--- src/rtl/product_to_bcd.sv ---
// product_to_bcd: converts a sign/magnitude product into packed BCD for display.
// A double-dabble engine runs one bit per clock. The result is published
// together with a display sign and a leading-zero blanking mask.
//
// Ports:
//   clock      sole clock; all state updates on its rising edge
//   reset_n    asynchronous active-low reset
//   valid      conversion request; sampled only when idle
//   sign       product sign (1 = negative)
//   magnitude  unsigned product magnitude (MAG_W bits)
//   busy       high while a conversion is in flight (CONV or DONE)
//   done       one-cycle pulse when bcd/sign_out/digit_en take new values
//   bcd        packed BCD result; digit 0 (units) in bits [3:0]
//   sign_out   display sign; negative zero is shown as +0
//   digit_en   leading-zero blanking mask; bit i enables digit i
module product_to_bcd #(
  parameter int unsigned MAG_W  = 14,
  parameter int unsigned DIGITS = 5
) (
  input  logic                  clock,
  input  logic                  reset_n,
  input  logic                  valid,
  input  logic                  sign,
  input  logic [MAG_W-1:0]      magnitude,
  output logic                  busy,
  output logic                  done,
  output logic [4*DIGITS-1:0]   bcd,
  output logic                  sign_out,
  output logic [DIGITS-1:0]     digit_en
);

  localparam int unsigned CntW = $clog2(MAG_W + 1);
  localparam int unsigned BcdW = 4 * DIGITS;

  typedef enum logic [1:0] {StIdle, StConv, StDone} state_e;

  state_e            state_q;
  logic [MAG_W-1:0]  shift_q;
  logic [BcdW-1:0]   acc_q;
  logic [CntW-1:0]   cnt_q;
  logic              sign_q;

  logic [BcdW-1:0]   acc_adj;
  logic [BcdW-1:0]   acc_shl;
  logic [MAG_W-1:0]  shift_shl;
  logic [DIGITS-1:0] digit_en_d;
  logic              any_nz;

  // Add 3 to any digit >= 5 so the following shift carries into the next decade.
  always_comb begin
    acc_adj = acc_q;
    for (int i = 0; i < DIGITS; i++) begin
      if (acc_q[4*i +: 4] >= 4'd5) begin
        acc_adj[4*i +: 4] = acc_q[4*i +: 4] + 4'd3;
      end
    end
  end

  assign {acc_shl, shift_shl} = {acc_adj, shift_q} << 1;

  // A digit is shown if it or any more significant digit is nonzero; units always shown.
  always_comb begin
    any_nz     = 1'b0;
    digit_en_d = '0;
    for (int i = DIGITS - 1; i >= 0; i--) begin
      any_nz        = any_nz | (|acc_q[4*i +: 4]);
      digit_en_d[i] = any_nz;
    end
    digit_en_d[0] = 1'b1;
  end

  assign busy = (state_q != StIdle);

  always_ff @(posedge clock or negedge reset_n) begin
    if (!reset_n) begin
      state_q  <= StIdle;
      shift_q  <= '0;
      acc_q    <= '0;
      cnt_q    <= '0;
      sign_q   <= 1'b0;
      done     <= 1'b0;
      bcd      <= '0;
      sign_out <= 1'b0;
      digit_en <= DIGITS'(1);
    end else begin
      done <= 1'b0;
      unique case (state_q)
        StIdle: begin
          if (valid) begin
            shift_q <= magnitude;
            sign_q  <= sign;
            acc_q   <= '0;
            cnt_q   <= '0;
            state_q <= StConv;
          end
        end
        StConv: begin
          acc_q   <= acc_shl;
          shift_q <= shift_shl;
          cnt_q   <= cnt_q + 1'b1;
          if (cnt_q == CntW'(MAG_W - 1)) begin
            state_q <= StDone;
          end
        end
        StDone: begin
          bcd      <= acc_q;
          // A zero accumulator means a zero magnitude, which always displays as +0.
          sign_out <= sign_q & (|acc_q);
          digit_en <= digit_en_d;
          done     <= 1'b1;
          state_q  <= StIdle;
        end
        default: state_q <= StIdle;
      endcase
    end
  end

endmodule

--- config.mk ---
export PLATFORM = sky130hd
export DESIGN_NAME = product_to_bcd
export DESIGN_NICKNAME = d
export VERILOG_FILES = /design/src/rtl/product_to_bcd.sv
export SDC_FILE = /design/constraint.sdc
export NUM_CORES = 1
export LEC_CHECK = 0
export CELL_PAD_IN_SITES_DETAIL_PLACEMENT = 1
export CELL_PAD_IN_SITES_GLOBAL_PLACEMENT = 1
export CORE_UTILIZATION = 42
export DETAILED_ROUTE_END_ITERATION = 7
export HOLD_SLACK_MARGIN = 0.15
export PLACE_DENSITY_LB_ADDON = 0.12
export SLEW_MARGIN = 40
export SYNTH_ARGS = -nofsm -noshare
export SYNTH_HDL_FRONTEND = slang
export SYNTH_SLANG_ARGS = --single-unit
--- constraint.sdc ---
create_clock -name clock -period 1.8 [get_ports clock]
set_clock_uncertainty 0.1 [all_clocks]
set_input_delay 0.36 -clock clock [delete_from_list [all_inputs] [get_ports clock]]
set_output_delay 0.36 -clock clock [all_outputs]
set_load 0.05 [all_outputs]
==> summary.txt, run 1 <==
Largest stage delay, worst path: 0.43 ns
H-tree Lvls: 3
Vert. Die Dim: 87.6 µm
CTS sink count: 67
Crit path from: state_q[0]$_DFFE_PN0P_
Post-synth EDFFs: 0
Ports: 46
Die Wd: 87.6 µm
Final Max Slew Viols: 0
Pin count of the biggest net entering global routing: 68
CP max FO: 6
Non-Filler Instances: 453
Synth Flop Type: dfrtp_1
Die Area: 0.00767 mm²
Net switching power: 0.00352 W
Diode count: 0
Worst path cell trace: or2_2 > buf_4
TNS Setup: 0 ns
RSZ-0062 raised after global routing: no
Clock transition at path regs: 0.07 ns
Net Sw Frac: 43.6%
Portion of total power attributed to the clock network: 15.2%
Synth unique cells: 33
Fmax: 0.581 GHz
R2R Path End: sign_out$_DFFE_PN0P_
Vias/cell: 5.14
Async set or reset register ratio after synthesis: 100%
R2R Path Start: acc_q[17]$_DFFE_PN0P_
DRC Markers: 0
Hpwl dp: 4720 µm
Area growth, synth to finish: 28.3%
Power Density: 2050 mW/mm²
Clock Path Buffers: 2
Crit path kind: flop to primary output
DRT Wirelength: 6780 µm
Combinational share of power: 51.4%
Syn Area/Cell: 10.8 µm²
Placed instance count: 435
Global placer's final weighted congestion: 0.742
Power, Total: 0.00808 W
Reg power frac: 33.4%
Final nets: 387
P_leak: 1.87 nW
Critical path endpoint: busy
Post-synth top area cell: dfrtp_1
Routed len/inst: 15.0 µm
Worst vdd ir: 0.810 mV
Seq/Total Area, Yosys: 54.5%
Vias in the first global route: 2361
CP arrival: 1.26 ns
Vias: 2330
Num CTS Buffers: 9
Final hold viol count: 0
Port-buffer cells: 44
CP endpoint kind: primary output
Core Region: 0.00694 mm²
Worst hold path type: flop to flop
Gate Count Post-Synth: 286
Synth top area cells: dfrtp_1 (55%), ha_1 (6.9%), nand2_1 (4.6%), mux2_2 (4.0%), o21ai_0 (3.3%)
Register bit total from synthesis: 67
CTS tree: yes
Post-route ant nets: 0
Initial Util: 44.3%
Syn Nets: 321
Mapped cell area: 0.00308 mm²
Tmin final: 1.72 ns
Drt pass-1 iters: 4
Slowest stage cell, crit path: dfrtp_1
Initial DRC count: 51
Synth top area share: 54.5%
Period utilization: 95.5%
Clock Tree Root: clkbuf_8
Worst hold margin: 0.379 ns
Cell internal pwr: 0.00455 W
Row cnt: 30
Synthesis warning total: 0
Layout Utilization: 56.8%
Initial antenna violation count: 0
Outcome: complete, no violations
MaxCap Viol Count: 0
Total GRT Usage: 19.6%
Hold path depth: 2
Layout cells sized above 1: 25.2%
Final setup violation count: 0
Worst skew pair latency: 0.34 ns
Register-to-register path setup slack: 0.10 ns
First-pass GRT wire length: 11400 µm
Overflow after GRT: 0
Startpoint types: flop
CP required: 1.34 ns
R2R cell count: 8
## synthesized netlist by cell type (2+ instances only)
| library cell | count |
|---|---|
| a21oi_1 | 8 |
| a22o_1 | 5 |
| a22oi_1 | 7 |
| a32o_1 | 5 |
| buf_2 | 11 |
| clkbuf_1 | 4 |
| dfrtp_1 | 67 |
| ha_1 | 17 |
| inv_1 | 12 |
| mux2_2 | 11 |
| mux2i_1 | 6 |
| nand2_1 | 38 |
| nand2b_1 | 8 |
| nand3_1 | 6 |
| nor2_1 | 16 |
| nor3_1 | 2 |
| nor3b_1 | 5 |
| o21ai_0 | 20 |
| o22ai_1 | 15 |
| o31ai_1 | 6 |
| xnor2_1 | 5 |
## worst max-delay path, delay by kind of cell, from the launching register on
family                 cells  cell delay, ns
flip-flops                 1            0.43
AND/OR/NAND/NOR            1            0.31
buffers and inverters      1            0.19
## sequential cells by signal (all words and copies together) (netlist names)
name and cells:
shift_q 14, done 1, bcd 20, sign_out 1
cnt_q 4, sign_q 1, state_q 2, acc_q 20
digit_en 4
## routing by layer
layer  GRT usage, %  share of wire (%)
met3           3.49                3.0
met2           32.7                 48
met5              0                  0
met1           25.7                 48
met4           7.45                1.5
## kinds of logic (layout without fill, tap and decap cells)
| group | Yosys count | count (layout) | synth area share [%] |
|---|---|---|---|
| simple gates | 81 | 81 | 12.1 |
| compound gates | 69 | 69 | 14.6 |
| flops | 67 | 67 | 54.5 |
| buf+inv | 29 | 100 | 4.35 |
| fa+ha+maj | 17 | 17 | 6.92 |
| mux | 17 | 17 | 5.98 |
| xor+xnor | 5 | 5 | 1.42 |
| other cells | 1 | 1 | 0.122 |
## power groups by stage
stage | combinational [W] | sequential, W | clock, W
2_1_floorplan | 0.00206 | 0.00341 | 0
3_3_place_gp | 0.00399 | 0.00267 | 0
3_5_place_dp | 0.00410 | 0.00271 | 0
4_1_cts | 0.00413 | 0.00269 | 0.00126
5_1_grt | 0.00456 | 0.00279 | 0.00134
6_report | 0.00415 | 0.00269 | 0.00123
## what timing repair did
item,in CTS,in global routing
endpoints found under the setup margin,2,4
pin swaps,1,1
buffers inserted,0,1
hold buffers,1,0
endpoints found under the hold margin,67,0
gates resized for setup,1,8
## cells in the final DEF, fill, tap and decap left out, drive strengths merged, types with 2 or more instances in the layout
master and count:
o22ai 15, mux2i 6, nand2b 8, nand3 6
nand2 39, buf 55, o21ai 20, clkdlybuf4s50 16
a22oi 7, a21oi 8, dfrtp 67, clkbuf 11
inv 12, nor2 16, nor3 2, a22o 5
xnor2 5, clkinv 3, a32o 5, ha 17
nor3b 5, o31ai 6, mux2 11
## worst min-delay path by stage
stage | startpoint | to | slack, ns
2_1_floorplan | reset_n | acc_q[0]$_DFFE_PN0P_ | -0.04
3_3_place_gp | reset_n | bcd[5]$_DFFE_PN0P_ | 0.31
3_5_place_dp | reset_n | bcd[4]$_DFFE_PN0P_ | 0.31
4_1_cts | shift_q[11]$_DFFE_PN0P_ | shift_q[11]$_DFFE_PN0P_ | 0.39
5_1_grt | bcd[16]$_DFFE_PN0P_ | bcd[16]$_DFFE_PN0P_ | 0.40
6_report | shift_q[11]$_DFFE_PN0P_ | shift_q[11]$_DFFE_PN0P_ | 0.38
## layout make-up
type / count / area, µm²
clock buffer: 11 / 141
clock inverter: 5 / 52.6
fill: 757 / 3000
inverter: 12 / 45.0
multi-input combinational: 190 / 1310
sequential: 67 / 1680
tap: 96 / 120
timing repair buffer: 72 / 606
## through the flow
stage	worst slack [ns]	instance area, µm²
4_1_cts	0.0522	3910
6_report	0.0801	3950
5_1_grt	0.0163	3950
3_5_place_dp	-0.146	3690
2_1_floorplan	0.188	3080
3_3_place_gp	-0.142	3690
Note: power is estimated with default switching activity, not from simulation.
==> inputs of run 2 (changes only) <==
Settings changed: CORE_ASPECT_RATIO set to 0.7.
==> summary.txt, run 2 (synthesis gave the netlist of run 1 again) <==
Outcome: complete, no violations (unchanged)
CP required: 1.34 ns (about the same)
Power Density: 2050 mW/mm² (about the same)
Diode count: 0 (unchanged)
Area after DPL: 0.00368 mm² (was 0.00369 mm²)
Post-route ant nets: 0 (unchanged)
Num CTS Buffers: 9 (unchanged)
Core Region: 0.00691 mm² (was 0.00694 mm²)
DRC Markers: 0 (unchanged)
P_leak: 1.85 nW (was 1.87 nW)
Pin count of the biggest net entering global routing: 40 (was 68)
Area growth, synth to finish: 27.1% (was 28.3%)
Hold path depth: 2 (unchanged)
Cell internal pwr: 0.00444 W (was 0.00455 W)
Initial DRC count: 87 (was 51)
Global placer's final weighted congestion: 0.757 (was 0.742)
Net Sw Frac: 44.6% (was 43.6%)
H-tree Lvls: 3 (unchanged)
Clock transition at path regs: 0.07 ns (about the same)
Vias/cell: 5.26 (was 5.14)
Hpwl dp: 5130 µm (was 4720 µm)
Largest regs: acc_q x20, bcd x20, shift_q x14 (unchanged)
CTS sink count: 67 (unchanged)
Vias in the first global route: 2483 (was 2361)
Worst hold path type: flop to flop (unchanged)
Final instance area: 0.00391 mm² (was 0.00395 mm²)
Fmax: 0.573 GHz (was 0.581 GHz)
Period utilization: 97.0% (was 95.5%)
Reg power frac: 33.7% (was 33.4%)
CP arrival: 1.29 ns (was 1.26 ns)
Vert. Die Dim: 73.6 µm (was 87.6 µm)
Crit path kind: flop to primary output (unchanged)
Initial Util: 44.5% (was 44.3%)
R2R Path Start: acc_q[16]$_DFFE_PN0P_ (was acc_q[17]$_DFFE_PN0P_)
Hold EP: shift_q[7]$_DFFE_PN0P_ (was shift_q[11]$_DFFE_PN0P_)
Die Wd: 104 µm (was 87.6 µm)
R2R cell count: 7 (was 8)
Row cnt: 25 (was 30)
Register-to-register path setup slack: 0.09 ns (was 0.10 ns)
Commonest cells after routing, fill and taps aside: dfrtp_1 (67), buf_4 (47), nand2_1 (38) (was dfrtp_1 (67), buf_4 (52), nand2_1 (38))
Clock Path Buffers: 2 (unchanged)
Ports: 46 (unchanged)
Port-buffer cells: 44 (unchanged)
Layout cells sized above 1: 24.7% (was 25.2%)
Combinational share of power: 51.8% (was 51.4%)
Startpoint types: flop (unchanged)
Initial antenna violation count: 0 (unchanged)
Tmin final: 1.75 ns (was 1.72 ns)
Overflow after GRT: 0 (unchanged)
Worst vdd ir: 0.861 mV (was 0.810 mV)
CTS tree: yes (unchanged)
Total GRT Usage: 21.4% (was 19.6%)
DRT Wirelength: 7400 µm (was 6780 µm)
CP max FO: 6 (unchanged)
Clock Tree Root: clkbuf_8 (unchanged)
First-pass GRT wire length: 12400 µm (was 11400 µm)
MaxCap Viol Count: 0 (unchanged)
CP endpoint kind: primary output (unchanged)
Postcts setup bufs: 0 (unchanged)
R2R Path End: acc_q[18]$_DFFE_PN0P_ (was sign_out$_DFFE_PN0P_)
Routed len/inst: 16.6 µm (was 15.0 µm)
Final setup violation count: 0 (unchanged)
Net switching power: 0.00357 W (was 0.00352 W)
Portion of total power attributed to the clock network: 14.4% (was 15.2%)
Die Area: 0.00767 mm² (about the same)
Drt pass-1 iters: 4 (unchanged)
Worst skew pair latency: 0.34 ns (about the same)
Final nets: 383 (was 387)
Hold wc startpoint: shift_q[7]$_DFFE_PN0P_ (was shift_q[11]$_DFFE_PN0P_)
Final Max Slew Viols: 0 (unchanged)
Most common cell after layout, fill and taps aside: dfrtp_1 (unchanged)
Vias: 2347 (was 2330)
Power, Total: 0.00801 W (was 0.00808 W)
Final hold viol count: 0 (unchanged)
run 2: area by class of cell:
class,instances,area [µm²]
tap,94,118
clock inverter,2,10.0
multi-input combinational,190,1300
timing repair buffer,68,588
sequential,67,1680
fill,784,3010
inverter,12,45.0
clock buffer,13,169
run 2: power groups by stage:
stage / Combinational [W] / Sequential [W] / Clock [W]
6_report: 0.00415 / 0.00270 / 0.00116
5_1_grt: 0.00453 / 0.00280 / 0.00126
4_1_cts: 0.00417 / 0.00269 / 0.00119
3_5_place_dp: 0.00412 / 0.00270 / 0
3_3_place_gp: 0.00395 / 0.00267 / 0
2_1_floorplan: 0.00206 / 0.00341 / 0
run 2: routing by layer:
layer  up-vias  part of all wire, %  GRT usage [%]
li1       1123                    -              -
met3         9                  3.1           6.12
met4         0                  1.3           5.24
met1      1174                   48           28.3
met2        41                   47           35.0
met5         -                    0              0
run 2: timing repair:
| action | 4_1_cts | 5_1_grt |
|---|---|---|
| pin swaps | 0 | 2 |
| hold endpoints to repair | 17 | 0 |
| endpoints found under the setup margin | 5 | 5 |
| gates resized for setup | 4 | 5 |
| hold buffers | 1 | 0 |
run 2: how the worst max path moves through the flow:
stage | cells past startpoint | endpoint | start
2_1_floorplan | 6 | sign_out$_DFFE_PN0P_ | acc_q[16]$_DFFE_PN0P_
3_3_place_gp | 5 | acc_q[19]$_DFFE_PN0P_ | valid
3_5_place_dp | 5 | acc_q[7]$_DFFE_PN0P_ | valid
4_1_cts | 7 | sign_out$_DFFE_PN0P_ | acc_q[16]$_DFFE_PN0P_
5_1_grt | 7 | acc_q[18]$_DFFE_PN0P_ | acc_q[16]$_DFFE_PN0P_
6_report | 2 | busy | state_q[0]$_DFFE_PN0P_
run 2: critical path: stages (launching register included):
cell	delay (ns)
dfrtp_1	0.43
or2_2	0.32
buf_4	0.19
run 2: through the flow:
stage,setup WS [ns],util [%],hold WS (ns),TNS [ns],instances
final,0.0543,56.5,0.379,0,446
after global routing,-0.0223,56.5,0.400,-0.0223,446
after CTS,0.0124,56.3,0.383,0,446
after detailed placement,-0.186,53.3,0.250,-3.11,430
after global placement,-0.155,53.3,0.248,-2.41,430
after floorplan,0.188,-,-0.0356,0,286
